$ cat src/rtl/io_debounce_irq.sv
// Input conditioning for board switches and buttons: 2-FF sync, tick-based
// debounce, edge detect, sticky interrupt status and a registered irq.

module io_deb_lane (
  input  logic       ACLK,
  input  logic       ARESETn,
  input  logic       pin,
  input  logic       run,
  input  logic       tick,
  input  logic       deb_ena,
  input  logic [4:0] deb_time,
  input  logic       int_ena,
  input  logic       pos_ena,
  input  logic       neg_ena,
  input  logic       clr,
  output logic       filt,
  output logic       sts
);
  logic       sync1, sync, filt_d;
  logic [4:0] cnt;
  logic       rise, fall, set;

  // two-flop synchroniser for the asynchronous pin
  always_ff @(posedge ACLK or negedge ARESETn) begin
    if (!ARESETn) begin
      sync1 <= 1'b0;
      sync  <= 1'b0;
    end else begin
      sync1 <= pin;
      sync  <= sync1;
    end
  end

  // debounce filter; during INIT both filt and filt_d load the pin so the
  // first RUN cycle sees no edge
  always_ff @(posedge ACLK or negedge ARESETn) begin
    if (!ARESETn) begin
      filt   <= 1'b0;
      filt_d <= 1'b0;
      cnt    <= '0;
    end else if (!run) begin
      filt   <= sync;
      filt_d <= sync;
      cnt    <= '0;
    end else begin
      filt_d <= filt;
      if (!deb_ena) begin
        filt <= sync;
        cnt  <= '0;
      end else if (sync == filt) begin
        cnt <= '0;
      end else if (tick) begin
        if (cnt >= deb_time) begin
          filt <= sync;
          cnt  <= '0;
        end else begin
          cnt <= cnt + 5'd1;
        end
      end
    end
  end

  assign rise = run &  filt & ~filt_d;
  assign fall = run & ~filt &  filt_d;
  assign set  = ((rise & pos_ena) | (fall & neg_ena)) & int_ena;

  // sticky status; a set in the same cycle as a clear wins
  always_ff @(posedge ACLK or negedge ARESETn) begin
    if (!ARESETn) sts <= 1'b0;
    else          sts <= (sts & ~clr) | set;
  end
endmodule

module io_debounce_irq #(
  parameter int PRESCALE = 100000
) (
  input  logic       ACLK,
  input  logic       ARESETn,
  input  logic [7:0] switch_in,
  input  logic [4:0] button_in,
  output logic [7:0] switch_out,
  output logic [4:0] button_out,
  input  logic [7:0] deb_switch_ena,
  input  logic [4:0] deb_button_ena,
  input  logic [4:0] deb_time,
  input  logic [7:0] int_switch_ena,
  input  logic [4:0] int_button_ena,
  input  logic [4:0] button_posedge,
  input  logic [4:0] button_negedge,
  input  logic [7:0] int_switch_clr,
  input  logic [4:0] int_button_clr,
  output logic [7:0] int_switch_sts,
  output logic [4:0] int_button_sts,
  output logic       irq
);
  localparam int NUM_LANES = 13;
  localparam int PW        = (PRESCALE > 2) ? $clog2(PRESCALE) : 1;

  typedef enum logic {ST_INIT, ST_RUN} state_t;
  state_t          state;
  logic [1:0]      init_cnt;
  logic [PW-1:0]   pcnt;
  logic            run, tick;

  logic [NUM_LANES-1:0] pins, deb_ena, int_ena, pos_ena, neg_ena, clr;
  logic [NUM_LANES-1:0] filt, sts;

  // switches react to both edges; buttons use their per-edge selects
  assign pins    = {button_in, switch_in};
  assign deb_ena = {deb_button_ena, deb_switch_ena};
  assign int_ena = {int_button_ena, int_switch_ena};
  assign pos_ena = {button_posedge, 8'hFF};
  assign neg_ena = {button_negedge, 8'hFF};
  assign clr     = {int_button_clr, int_switch_clr};

  assign run  = (state == ST_RUN);
  assign tick = run && (pcnt == PW'(PRESCALE - 1));

  // INIT holds for 3 cycles after reset release to settle the synchronisers
  always_ff @(posedge ACLK or negedge ARESETn) begin
    if (!ARESETn) begin
      state    <= ST_INIT;
      init_cnt <= '0;
    end else if (state == ST_INIT) begin
      if (init_cnt == 2'd2) state <= ST_RUN;
      else                  init_cnt <= init_cnt + 2'd1;
    end
  end

  // free-running debounce prescaler, parked at 0 outside RUN
  always_ff @(posedge ACLK or negedge ARESETn) begin
    if (!ARESETn)   pcnt <= '0;
    else if (!run)  pcnt <= '0;
    else if (tick)  pcnt <= '0;
    else            pcnt <= pcnt + PW'(1);
  end

  for (genvar i = 0; i < NUM_LANES; i++) begin : g_lane
    io_deb_lane u_lane (
      .ACLK     (ACLK),
      .ARESETn  (ARESETn),
      .pin      (pins[i]),
      .run      (run),
      .tick     (tick),
      .deb_ena  (deb_ena[i]),
      .deb_time (deb_time),
      .int_ena  (int_ena[i]),
      .pos_ena  (pos_ena[i]),
      .neg_ena  (neg_ena[i]),
      .clr      (clr[i]),
      .filt     (filt[i]),
      .sts      (sts[i])
    );
  end

  assign switch_out     = filt[7:0];
  assign button_out     = filt[12:8];
  assign int_switch_sts = sts[7:0];
  assign int_button_sts = sts[12:8];

  // level irq from enabled status, registered
  always_ff @(posedge ACLK or negedge ARESETn) begin
    if (!ARESETn) irq <= 1'b0;
    else          irq <= |(sts & int_ena);
  end
endmodule

$ cat config.mk
export PLATFORM = sky130hd
export DESIGN_NAME = io_debounce_irq
export DESIGN_NICKNAME = d
export VERILOG_FILES = /design/src/rtl/io_debounce_irq.sv
export SDC_FILE = /design/constraint.sdc
export NUM_CORES = 1
export LEC_CHECK = 0
export ABC_CLOCK_PERIOD_IN_PS = 5700
export CORE_MARGIN = 1.5
export CORE_UTILIZATION = 51
export DETAILED_ROUTE_END_ITERATION = 6
export MAX_ROUTING_LAYER = met4
export PLACE_DENSITY = 0.73
export SYNTH_ARGS = -nofsm -noshare
export SYNTH_HDL_FRONTEND = slang
export SYNTH_HIERARCHICAL = 1
export SYNTH_SLANG_ARGS = --single-unit
$ cat constraint.sdc
create_clock -name ACLK -period 5.7 [get_ports ACLK]
set_clock_uncertainty 0.15 [all_clocks]
set_input_delay 1.71 -clock ACLK [delete_from_list [all_inputs] [get_ports ACLK]]
set_output_delay 1.71 -clock ACLK [all_outputs]
set_load 0.01 [all_outputs]
-- Word level (Yosys, flattened, before mapping)
Cells that the tools add are included.
- add/sub/neg operators: 15
- magnitude comparators: 13
- multiplexer cells: 147
- reductions and logical operators: 16
- eq/ne operators: 67
- bitwise operators: 156
- operator list (cell ; count):
    $mux 5 ; 65
    $and 1x1->1 ; 88
    $mux 1 ; 80
    $ne 3x2->1 const B ; 26
    $add 5x1->5 const B ; 13
    $ge 5x5->1 ; 13
    $ne 4x2->1 const B ; 13
    $not 1->1 ; 41
    $ne 3x3->1 const B ; 13
    $reduce_and 3->1 ; 13
    $mux 17 ; 2
    $or 1x1->1 ; 26
    $add 17x1->17 const B ; 1
    $eq 17x17->1 const B ; 1
    $and 13x13->13 ; 1
    $eq 1x1->1 ; 13
    $reduce_or 13->1 ; 1
    $add 2x1->2 const B ; 1
    $eq 2x2->1 const B ; 1
    $reduce_and 2->1 ; 1
    $logic_and 1x1->1 ; 1
- output and inout port bits: 27
- bits in registers: 151
- logic and storage cells: 496
- input bits: 69

-- Depth between registers and ports, before layout
Gate-level depths: netlist of the first run.
- depth after elaboration: 7
- gate-level depth with buffers: 10

-- Modules after synthesis
Netlist of the first run, hierarchy kept.
- modules (own cells, without submodules) (module ; area an instance (sq um) ; instances ; cells each):
    io_deb_lane ; 590.6 ; 13 ; 60
    io_debounce_irq ; 1113.6 ; 1 ; 105

-- Worst setup path after synthesis of the first run
OpenSTA, ideal clock, no wires.
- path kind: reg2reg
- start point: register state (netlist: run)
- end point: register g_lane[0].u_lane.cnt[2]
- data required time: 5432 ps
- buffers on the path: 1
- path slack: 1450 ps
- arrival time: 3982 ps
- stages on the path, launching flop included: 8
- cells stage by stage: dfrtp_1 -> inv_1 -> nor2_1 -> inv_1 -> and4_2 -> buf_2 -> o21bai_1 -> a21o_1
- longest elaborated chain between the ends: 2
- RTL lines (what ; RTL line ; text):
    start, declared ; 100 ; state_t state;
    start signal, assigned ; 122 ; state <= ST_INIT;
    start signal, assigned ; 125 ; if (init_cnt == 2'd2) state <= ST_RUN;
    $logic_and 1x1->1 ; 117 ; assign tick = run && (pcnt == PW'(PRESCALE - 1));
    named net tick ; 103 ; logic run, tick;
    $ne 4x2->1 (no line) ; n/a ;
    end signal, assigned ; 57 ; cnt <= cnt + 5'd1;
    end, declared ; 20 ; logic [4:0] cnt;
The timed path passes the listed nets, and every way through them passes these cells.
A chain may end at the register's enable or synchronous reset.

-- Worst setup path after layout of the first run
- start point: input deb_time[0]
- end point: register g_lane[12].u_lane.filt
- longest elaborated chain between the ends: 3
- RTL lines (what ; RTL line ; text):
    start, declared ; 85 ; input logic [4:0] deb_time,
    $ge 5x5->1 ; 53 ; if (cnt >= deb_time) begin
    $ne 3x2->1 (no line) ; n/a ;
    $reduce_and 3->1 (no line) ; n/a ;
    end signal, assigned ; 42 ; filt <= sync;
    end signal, assigned ; 48 ; filt <= sync;
    end signal, assigned ; 54 ; filt <= sync;
    end, declared ; 16 ; output logic filt,
Every way passes these cells.

==> results of run 1 <==
power by group:
part           leakage (nW)  total (mW)  internal, mW  switching (mW)
combinational          2.67       0.335         0.164           0.171
clock                 0.295        1.15         0.713           0.439
sequential             1.94        1.15          1.11          0.0357
total                  4.91        2.64          1.99           0.645
placed cells by master, fill, tap and decap left out, drive strengths merged, types with 3 or more instances in the layout:
master         instances
buf                    5
nand2                 85
xnor2                 12
a31o                  13
and2                  13
nor4                   5
a21oi                 39
nor2                  31
a31oi                 13
xor2                  17
ha                    80
clkbuf                25
nor3                  17
nor4b                 14
o31ai                 13
o21ai                 53
nand3                 45
a32o                  13
dfrtp                151
inv                   95
conb                  16
clkdlybuf4s50         94
o21bai                13
nand4                 32
mux2                  26
and4                  14
a21o                  13
nor2b                 13
clkinv                 3
o2111ai               13
o211ai                13
nand3b                13
metal layers:
layer | GRT usage [%] | wire length (um)
met1 | 31.6 | 9330
met2 | 37.2 | 9330
met3 | 4.76 | 780
met4 | 5.26 | 189
met5 | - | 0
stage by stage:
stage | util, % | area, um2 | setup slack, ns | hold WS [ns] | cells
6_report | 63.7 | 10600 | 1.60 | 0.197 | 1236
5_1_grt | 63.7 | 10600 | 1.48 | 0.203 | 1236
4_1_cts | 63.7 | 10600 | 1.62 | 0.198 | 1236
3_5_place_dp | 60.1 | 10000 | 1.21 | 0.188 | 1204
3_3_place_gp | 60.1 | 10000 | 1.27 | 0.182 | 1204
2_1_floorplan | - | 8850 | 1.45 | 0.181 | 900
state kept, by name, indices dropped and copies added, names as in the netlist, 2 cells and up:
signal / count
init_cnt: 2
pcnt: 17
g_lane.u_lane/filt_d: 13
g_lane.u_lane/sync1: 13
g_lane.u_lane/sts: 13
g_lane.u_lane/cnt: 65
g_lane.u_lane/sync: 13
g_lane.u_lane/filt: 13
area by class of cell:
cell class / count / share of cell area (%)
inverters: 95 / 3.35
clock buffers: 25 / 4.85
repair buffers: 99 / 9.23
clock inverters: 7 / 0.847
well taps: 220 / 2.59
flip-flops and latches: 151 / 35.5
multi-input cells: 639 / 43.6
cell families (layout without fill, tap and decap cells):
logic type | after synthesis | after routing
AO/OA/AOI/OAI | 202 | 202
XOR/XNOR | 29 | 29
adder cells (fa/ha/maj) | 80 | 80
buffers and inverters | 110 | 226
flip-flops | 151 | 151
multiplexers | 26 | 26
other | 1 | 16
AND/OR/NAND/NOR | 286 | 286
worst max path at each step:
stage	startpoint	endpoint	slack, ns	depth (start not counted)
detailed placement	deb_time[4]	g_lane[0].u_lane/cnt[2]	1.21	8
floorplan	run	g_lane[0].u_lane/cnt[2]	1.45	7
global placement	deb_time[0]	g_lane[1].u_lane/filt	1.27	7
finish	deb_time[0]	g_lane[12].u_lane/filt	1.60	7
CTS	deb_time[4]	g_lane[4].u_lane/cnt[2]	1.62	8
global route	deb_time[4]	g_lane[4].u_lane/cnt[2]	1.48	8
==> results.toml, run 1 <==
[yosys]
synth.top_cells.by_count = "151 x dfrtp_1, 95 x inv_1, 84 x nand2_1"
synth_seq_area_share_pct = 43.0
synth_area_leader_cell = "dfrtp_1"
yosys-top-cells-area = "dfrtp_1 43%, ha_1 11%, inv_1 4.1%"
synth-simple-area-share_pct = 19.1
syn_area_mm2 = 0.00879
synthAdderAreaFrac_pct = 11.4
synth_top_family_by_area = "simple AND/OR/NAND/NOR gates"
yosysWarnings = 6
synth_most_common_cell = "dfrtp_1"
synthMuxAreaShare_pct = 3.33
synth_edf_count = 0
avgSynthCellArea_um2 = 9.93
syn_inst = 885
synthDistinctLibCells = 47
synth_compound_area_share_pct = 15.3
synth_top_area_share_pct = 43.0
synth_top_flop_cell = "dfrtp_1"
yosys.area_share.xor_xnor_pct = 2.89
ys_ff_latch = 151
synthArstFlopShare_pct = 100

[worst_setup_path]
cp.buffers_inverters = 1
r2r_end = "g_lane[5].u_lane/cnt[4]"
r2r_cells = 10
endpoint_kind = "register"
critPathArrivalTime_ns = 4.26
path_class = "in2reg"
reg2reg_slack_ns = 2.40
worstPathRequired_ns = 5.86
cpPeakStageDelay_ns = 0.90
cp_slowest_cell = "clkdlybuf4s50_1"
critPathLaunchType = "input pin"
worst_r2r_startpoint = "pcnt[0]"
path_max_fanout = 13
worstPathCellList = "clkdlybuf4s50_1, ha_1, nor2b_1, o21ai_0, nand4_1, o2111ai_1, mux2_2"
crit_family = "buffers and inverters"

[floorplan]
dieArea_mm2 = 0.0180
io_pins = 96
core_area_mm2 = 0.0167
start_util_pct = 52.6
die_x_um = 134
die_y_um = 134
placement_rows = 47

[global_route]
antenna_found_initial = 0
grt-ovfl-total = 0
grt_max_degree = 93
grt_pass1_wl_um = 32900
grt_pass1_vias = 6737
grt_usage_pct = 23.6

[power_and_ir_drop]
ir_drop_mv = 0.224
power_density_mw_per_mm2 = 248
p_leak_nw = 4.91
total_power_mw = 2.64

[route]
initialDrtViolationCount = 409
wl_per_cell_um = 15.9
vias_per_cell = 5.60
drc_errors = 0
wl_um = 19600
num_vias = 6920
postRouteAntennaNets = 0
dr.pass1.iters = 4

[sta]
fin_crit_sh_pct = 71.9
worst_pin_slew_ns = 0.937
slew_viol_final = 0
hold_viol_final = 0
relSlewSlack_pct = 37.3
period_minus_slack_ns = 4.10
setup_viol = 0
fmax_mhz = 244
rsz0062_at_grt = "no"
tns_ns = 0

[job]
drv_cap = 0

[cts]
clockBufferDepth = 2
clock_sinks = 151
cts_root_buffer = "clkbuf_16"
postCtsSetupRepairBufs = 0
hold_buffers = 0
cts.clk_slew.worst_paths_ns = 0.06
htree_levels = 4
cts_resized = 0
clkLatencyLatePin_ns = 0.42
cts_tree = "yes"
cts_buffers = 17

[placed_design]
dp_hpwl_um = 13300
portBuffers = 95
gp_congestion = 0.836

[layout]
area_delta_synth_final_pct = 21.0
drive_above_1_share_pct = 9.94
nNetsFinal = 1152
multi_input_area_mm2 = 0.00464
regArea_mm2 = 0.00378
diodes = 0
final.fill_count = 1381

[worst_hold_path]
hold_path_end = "g_lane[0].u_lane/sync"
hold-path-cell-count = 0
hold_path_class = "reg2reg"
worstHoldStart = "g_lane[0].u_lane/sync1"

[status]
status = "finished, final reports clean"
No activity file was read; power rests on OpenSTA's default activity.
==> inputs of run 2 (changes only) <==
--- a/config.mk
+++ b/config.mk
@@ -5,12 +5,12 @@
 export SDC_FILE = /design/constraint.sdc
 export NUM_CORES = 1
 export LEC_CHECK = 0
-export ABC_CLOCK_PERIOD_IN_PS = 5700
+export ABC_CLOCK_PERIOD_IN_PS = 3400
 export CORE_MARGIN = 1.5
 export CORE_UTILIZATION = 51
 export DETAILED_ROUTE_END_ITERATION = 6
 export MAX_ROUTING_LAYER = met4
-export PLACE_DENSITY = 0.73
+export PLACE_DENSITY = 0.76
 export SYNTH_ARGS = -nofsm -noshare
 export SYNTH_HDL_FRONTEND = slang
 export SYNTH_HIERARCHICAL = 1
==> constraint.sdc (replaced) <==
create_clock -name ACLK -period 3.4 [get_ports ACLK]
set_clock_uncertainty 0.15 [all_clocks]
set_input_delay 1.02 -clock ACLK [delete_from_list [all_inputs] [get_ports ACLK]]
set_output_delay 1.02 -clock ACLK [all_outputs]
set_load 0.01 [all_outputs]
==> run 2 against run 1 <==
Net effect:
- largest cell class unchanged
- first-iteration DRC count fell by 8.8%
- die area unchanged
- setup slack worse by 1.1 ns
- sequential power grew 68%
- largest power group is now the clock network
==> results.toml, run 2 (synthesis gave the netlist of run 1 again) <==
[global_route]
grt-ovfl-total = 0
antenna_found_initial = 0
grt_max_degree = 60
grt_usage_pct = 23.3
grt_pass1_vias = 6864
grt_pass1_wl_um = 32600

[sta]
relSlewSlack_pct = 64.1
rsz0062_at_grt = "no"
tns_ns = 0
slew_viol_final = 0
setup_viol = 0
worst_pin_slew_ns = 0.538
fmax_mhz = 347
hold_viol_final = 0
whs_ns = 0.197
fin_crit_sh_pct = 84.8
period_minus_slack_ns = 2.88

[worst_setup_path]
cp.buffers_inverters = 3
worstPathRequired_ns = 3.56
r2r_cells = 10
cp_num_cells = 9
r2r_end = "g_lane[5].u_lane/cnt[4]"
crit_family = "buffers and inverters"
path_max_fanout = 13
cpPeakStageDelay_ns = 0.51
cp_slowest_cell = "clkdlybuf4s50_1"
worst_r2r_startpoint = "pcnt[0]"
critPathArrivalTime_ns = 3.05
path_class = "in2reg"
critPathLaunchType = "input pin"
crit_end = "g_lane[12].u_lane/filt"
startpoint = "deb_time[2]"
endpoint_kind = "register"
worstPathCellList = "clkdlybuf4s50_1, buf_12, inv_1, ha_1, nand2_1, o21ai_0, nand4_1, o2111ai_1, mux2_2"
reg2reg_slack_ns = 0.60

[cts]
clockBufferDepth = 2
htree_levels = 4
cts.clk_slew.worst_paths_ns = 0.06
clkLatencyLatePin_ns = 0.43
hold_buffers = 0
cts_buffers = 17
postCtsSetupRepairBufs = 0
cts_resized = 0
cts_root_buffer = "clkbuf_16"
clock_sinks = 151
cts_tree = "yes"

[worst_hold_path]
hold_path_class = "reg2reg"

[floorplan]
io_pins = 96
die_x_um = 134
dieArea_mm2 = 0.0180
placement_rows = 47
die_y_um = 134
core_area_mm2 = 0.0167
start_util_pct = 52.6

[layout]
layout_commonest_cell = "dfrtp_1"
stdcell_area_mm2 = 0.0108
instances_no_fill = 1242
regMostFlops = "g_lane.u_lane/cnt"
drive_above_1_share_pct = 10.7
largest_reg_flops = 65
diodes = 0
reg.largest.list = "g_lane.u_lane/cnt x65, pcnt x17"
nNetsFinal = 1158
area_delta_synth_final_pct = 23.0
mostFrequentLayoutCells = "150 x dfrtp_1, 95 x inv_1, 94 x clkdlybuf4s50_1, 84 x nand2_1, 80 x ha_1"

[route]
initialDrtViolationCount = 373
drc_errors = 0
wl_um = 19200
vias_per_cell = 5.68
num_vias = 7054
dr.pass1.iters = 5
wl_per_cell_um = 15.5
postRouteAntennaNets = 0

[power_and_ir_drop]
switching_share_pct = 23.8
seqPwrFrac_pct = 42.8
internal_power_mw = 3.43
p_switching_mw = 1.07
power_density_mw_per_mm2 = 416
p_leak_nw = 4.98
power_frac_comb_pct = 12.6
pwr-share-clk_pct = 44.5
ir_drop_mv = 0.366

[placed_design]
gp_congestion = 0.818
placed_cells = 1210
dp_hpwl_um = 13100
post_dp_cell_area_mm2 = 0.0102
portBuffers = 95

[job]
drv_cap = 0

[status]
status = "finished, final reports clean"
run 2: cell count changes in the layout (fill, tap and decap cells not counted), sizes merged:
| cell | delta |
|---|---|
| buf | +6 |
| clkbuf | +2 |
| clkinv | -2 |
run 2: area by class of cell:
| cell class | instances | area, um2 |
|---|---|---|
| flip-flops and latches | 151 | 3780 |
| clock buffers | 27 | 563 |
| multi-input cells | 639 | 4640 |
| clock inverters | 5 | 80.1 |
| inverters | 95 | 357 |
| well taps | 220 | 275 |
| fillers | 1343 | 5890 |
| repair buffers | 105 | 1110 |
run 2: power by group through the flow:
stage | combinational, mW | clock, mW | sequential [mW]
after global placement | 0.555 | 0 | 1.96
after floorplan | 0.270 | 0 | 1.96
after global routing | 0.627 | 2.13 | 1.94
after detailed placement | 0.568 | 0 | 1.96
final | 0.568 | 2.00 | 1.93
after CTS | 0.572 | 2.04 | 1.93
run 2: worst reg2reg max path: stages, from the launching register on:
cell     delay [ns]
dfrtp_1        0.41
ha_1           0.26
and4_1         0.28
nand4_1        0.22
nor2_4         0.17
buf_12         0.27
inv_1          0.13
and4_2         0.30
nor3_1         0.22
a21oi_1        0.08
o21ai_0        0.20
run 2: how the worst min path moves through the flow:
stage                             from  depth (start not counted)                     end
6_report       g_lane[10].u_lane/sync1                          0  g_lane[10].u_lane/sync
5_1_grt        g_lane[10].u_lane/sync1                          0  g_lane[10].u_lane/sync
4_1_cts        g_lane[10].u_lane/sync1                          0  g_lane[10].u_lane/sync
3_5_place_dp   g_lane[10].u_lane/sync1                          0  g_lane[10].u_lane/sync
3_3_place_gp    g_lane[1].u_lane/sync1                          0   g_lane[1].u_lane/sync
2_1_floorplan   g_lane[0].u_lane/sync1                          0   g_lane[0].u_lane/sync
run 2: metrics by stage:
step / setup WS [ns] / util [%] / power, mW
after floorplan: 0.224 / - / 2.23
after global placement: 0.110 / 60.9 / 2.51
after detailed placement: 0.0773 / 60.9 / 2.53
after CTS: 0.530 / 64.7 / 4.54
after global routing: 0.358 / 64.7 / 4.69
final: 0.516 / 64.7 / 4.50
run 2: layer usage:
metal,part of all wire (%),GRT usage [%]
met4,2.1,8.00
met1,46,29.5
met5,0,-
met2,48,37.6
met3,3.5,4.57
==> inputs of run 3 (changes only) <==
--- a/config.mk
+++ b/config.mk
@@ -5,12 +5,12 @@
 export SDC_FILE = /design/constraint.sdc
 export NUM_CORES = 1
 export LEC_CHECK = 0
-export ABC_CLOCK_PERIOD_IN_PS = 3400
+export ABC_CLOCK_PERIOD_IN_PS = 2700
 export CORE_MARGIN = 1.5
 export CORE_UTILIZATION = 51
 export DETAILED_ROUTE_END_ITERATION = 6
 export MAX_ROUTING_LAYER = met4
-export PLACE_DENSITY = 0.76
+export PLACE_DENSITY = 0.73
 export SYNTH_ARGS = -nofsm -noshare
 export SYNTH_HDL_FRONTEND = slang
 export SYNTH_HIERARCHICAL = 1
==> constraint.sdc (replaced) <==
create_clock -name ACLK -period 2.7 [get_ports ACLK]
set_clock_uncertainty 0.15 [all_clocks]
set_input_delay 0.81 -clock ACLK [delete_from_list [all_inputs] [get_ports ACLK]]
set_output_delay 0.81 -clock ACLK [all_outputs]
set_load 0.01 [all_outputs]
==> run 3 against run 2 <==
Net effect:
- highest routed layer unchanged
- critical path depth unchanged
- register-to-register slack lost 0.43 ns
- setup slack worse by 0.44 ns
- routed wire length grew 3.8%
- clock power grew 24%
- sequential cell count stayed put
- combinational power is 34% higher
- critical path type unchanged
- clock-buffer cell count down 5
- cell area increased by 2.7%
- first-iteration DRC count rose by 31%
==> results.toml, run 3 (synthesis gave the netlist of run 1 again) <==
[layout]
area_delta_synth_final_pct = 26.2
regMostFlops = "g_lane.u_lane/cnt"
largest_reg_flops = 65
nNetsFinal = 1185
drive_above_1_share_pct = 13.6
mostFrequentLayoutCells = "150 x dfrtp_1, 95 x inv_1, 93 x clkdlybuf4s50_1, 84 x nand2_1, 79 x ha_1"
layout_commonest_cell = "dfrtp_1"
stdcell_area_mm2 = 0.0111
instances_no_fill = 1269
diodes = 0
reg.largest.list = "g_lane.u_lane/cnt x65, pcnt x17"
finish.utilization_pct = 66.5

[power_and_ir_drop]
p_leak_nw = 5.14
total_power_mw = 5.66
ir_drop_mv = 0.451
power_density_mw_per_mm2 = 510

[sta]
setup_viol = 0
slew_viol_final = 0
worst_pin_slew_ns = 0.597
relSlewSlack_pct = 60.2
setup_slack_ns = 0.0799
fmax_mhz = 382
period_minus_slack_ns = 2.62
fin_crit_sh_pct = 97.0
whs_ns = 0.117
hold_viol_final = 0
tns_ns = 0

[route]
postRouteAntennaNets = 0
dr.pass1.iters = 4
drc_errors = 0
vias_per_cell = 5.67
wl_per_cell_um = 15.7
num_vias = 7190
wl_um = 20000
initialDrtViolationCount = 487

[global_route]
grt_pass1_vias = 7052
grt-ovfl-total = 0
grt_pass1_wl_um = 33500
antenna_found_initial = 0
grt_max_degree = 52
grt_usage_pct = 23.8

[worst_setup_path]
cpPeakStageDelay_ns = 0.50
path_max_fanout = 13
worstPathRequired_ns = 2.91
crit_family = "buffers and inverters"
path_class = "in2reg"
cp.buffers_inverters = 3
endpoint_kind = "register"
critPathLaunchType = "input pin"
cp_slowest_cell = "clkdlybuf4s50_1"
worstPathCellList = "clkdlybuf4s50_1, buf_12, inv_1, ha_1, a21oi_1, nand4_1, a31o_1, nor4b_2, a21o_1"
critPathArrivalTime_ns = 2.83

[cts]
cts.clk_slew.worst_paths_ns = 0.06
cts_tree = "yes"
clockBufferDepth = 2
hold_buffers = 0
cts_buffers = 17
clock_sinks = 151
cts_root_buffer = "clkbuf_16"
clkLatencyLatePin_ns = 0.43
htree_levels = 4

[floorplan]
placement_rows = 47
die_x_um = 134
core_area_mm2 = 0.0167
die_y_um = 134
io_pins = 96
dieArea_mm2 = 0.0180
start_util_pct = 52.6

[placed_design]
placed_cells = 1233
post_dp_cell_area_mm2 = 0.0104
dp_hpwl_um = 13700
dp_slack_ns = -0.412
portBuffers = 95
gp_congestion = 0.836

[job]
drv_cap = 0

[worst_hold_path]
hold_path_class = "in2async"

[status]
status = "finished, final reports clean"
## run 3: path summary, 6_finish.rpt
kind                                        startpoint                       end  slack (ns)  cells past startpoint
worst min-delay path                           ARESETn   g_lane[12].u_lane/sync1        0.12                      1
worst max register to register                 pcnt[1]  g_lane[12].u_lane/cnt[4]        0.17                     10
worst max-delay path                       deb_time[4]   g_lane[4].u_lane/cnt[2]        0.08                      9
max in group asynchronous                      ARESETn   g_lane[7].u_lane/cnt[4]        1.67                      2
min in group ACLK               g_lane[6].u_lane/sync1     g_lane[6].u_lane/sync        0.20                      0
worst min register to register  g_lane[6].u_lane/sync1     g_lane[6].u_lane/sync        0.20                      0
## run 3: area by class of cell
type | instances | area (um2)
fill | 1319 | 5600
multi-input combinational | 639 | 4670
sequential | 151 | 3780
timing repair buffer | 132 | 1390
clock buffer | 22 | 474
inverter | 95 | 357
tap | 220 | 275
clock inverter | 10 | 144
## run 3: what timing repair did
item                                    CTS  global route
endpoints found under the setup margin    0            37
buffers inserted                          0             2
resized for setup                         0            17
## run 3: power breakdown
group | switching (mW) | total [mW] | internal [mW]
sequential | 0.0760 | 2.43 | 2.35
combinational | 0.374 | 0.759 | 0.386
clock | 0.946 | 2.48 | 1.53
## run 3: worst reg2reg max path, stage by stage (launching register included)
cell	delay, ns
dfrtp_1	0.38
ha_2	0.23
and4_4	0.25
nand4_1	0.22
nor2_4	0.23
buf_12	0.19
inv_1	0.10
and4_2	0.28
nor3_1	0.20
a21oi_1	0.07
o21ai_0	0.15
## run 3: metal layers
| layer | routed length (um) | GRT usage [%] |
|---|---|---|
| met2 | 9620 | 38.6 |
| met4 | 436 | 8.00 |
| met5 | 0 | - |
| met3 | 722 | 4.54 |
| met1 | 9200 | 30.0 |
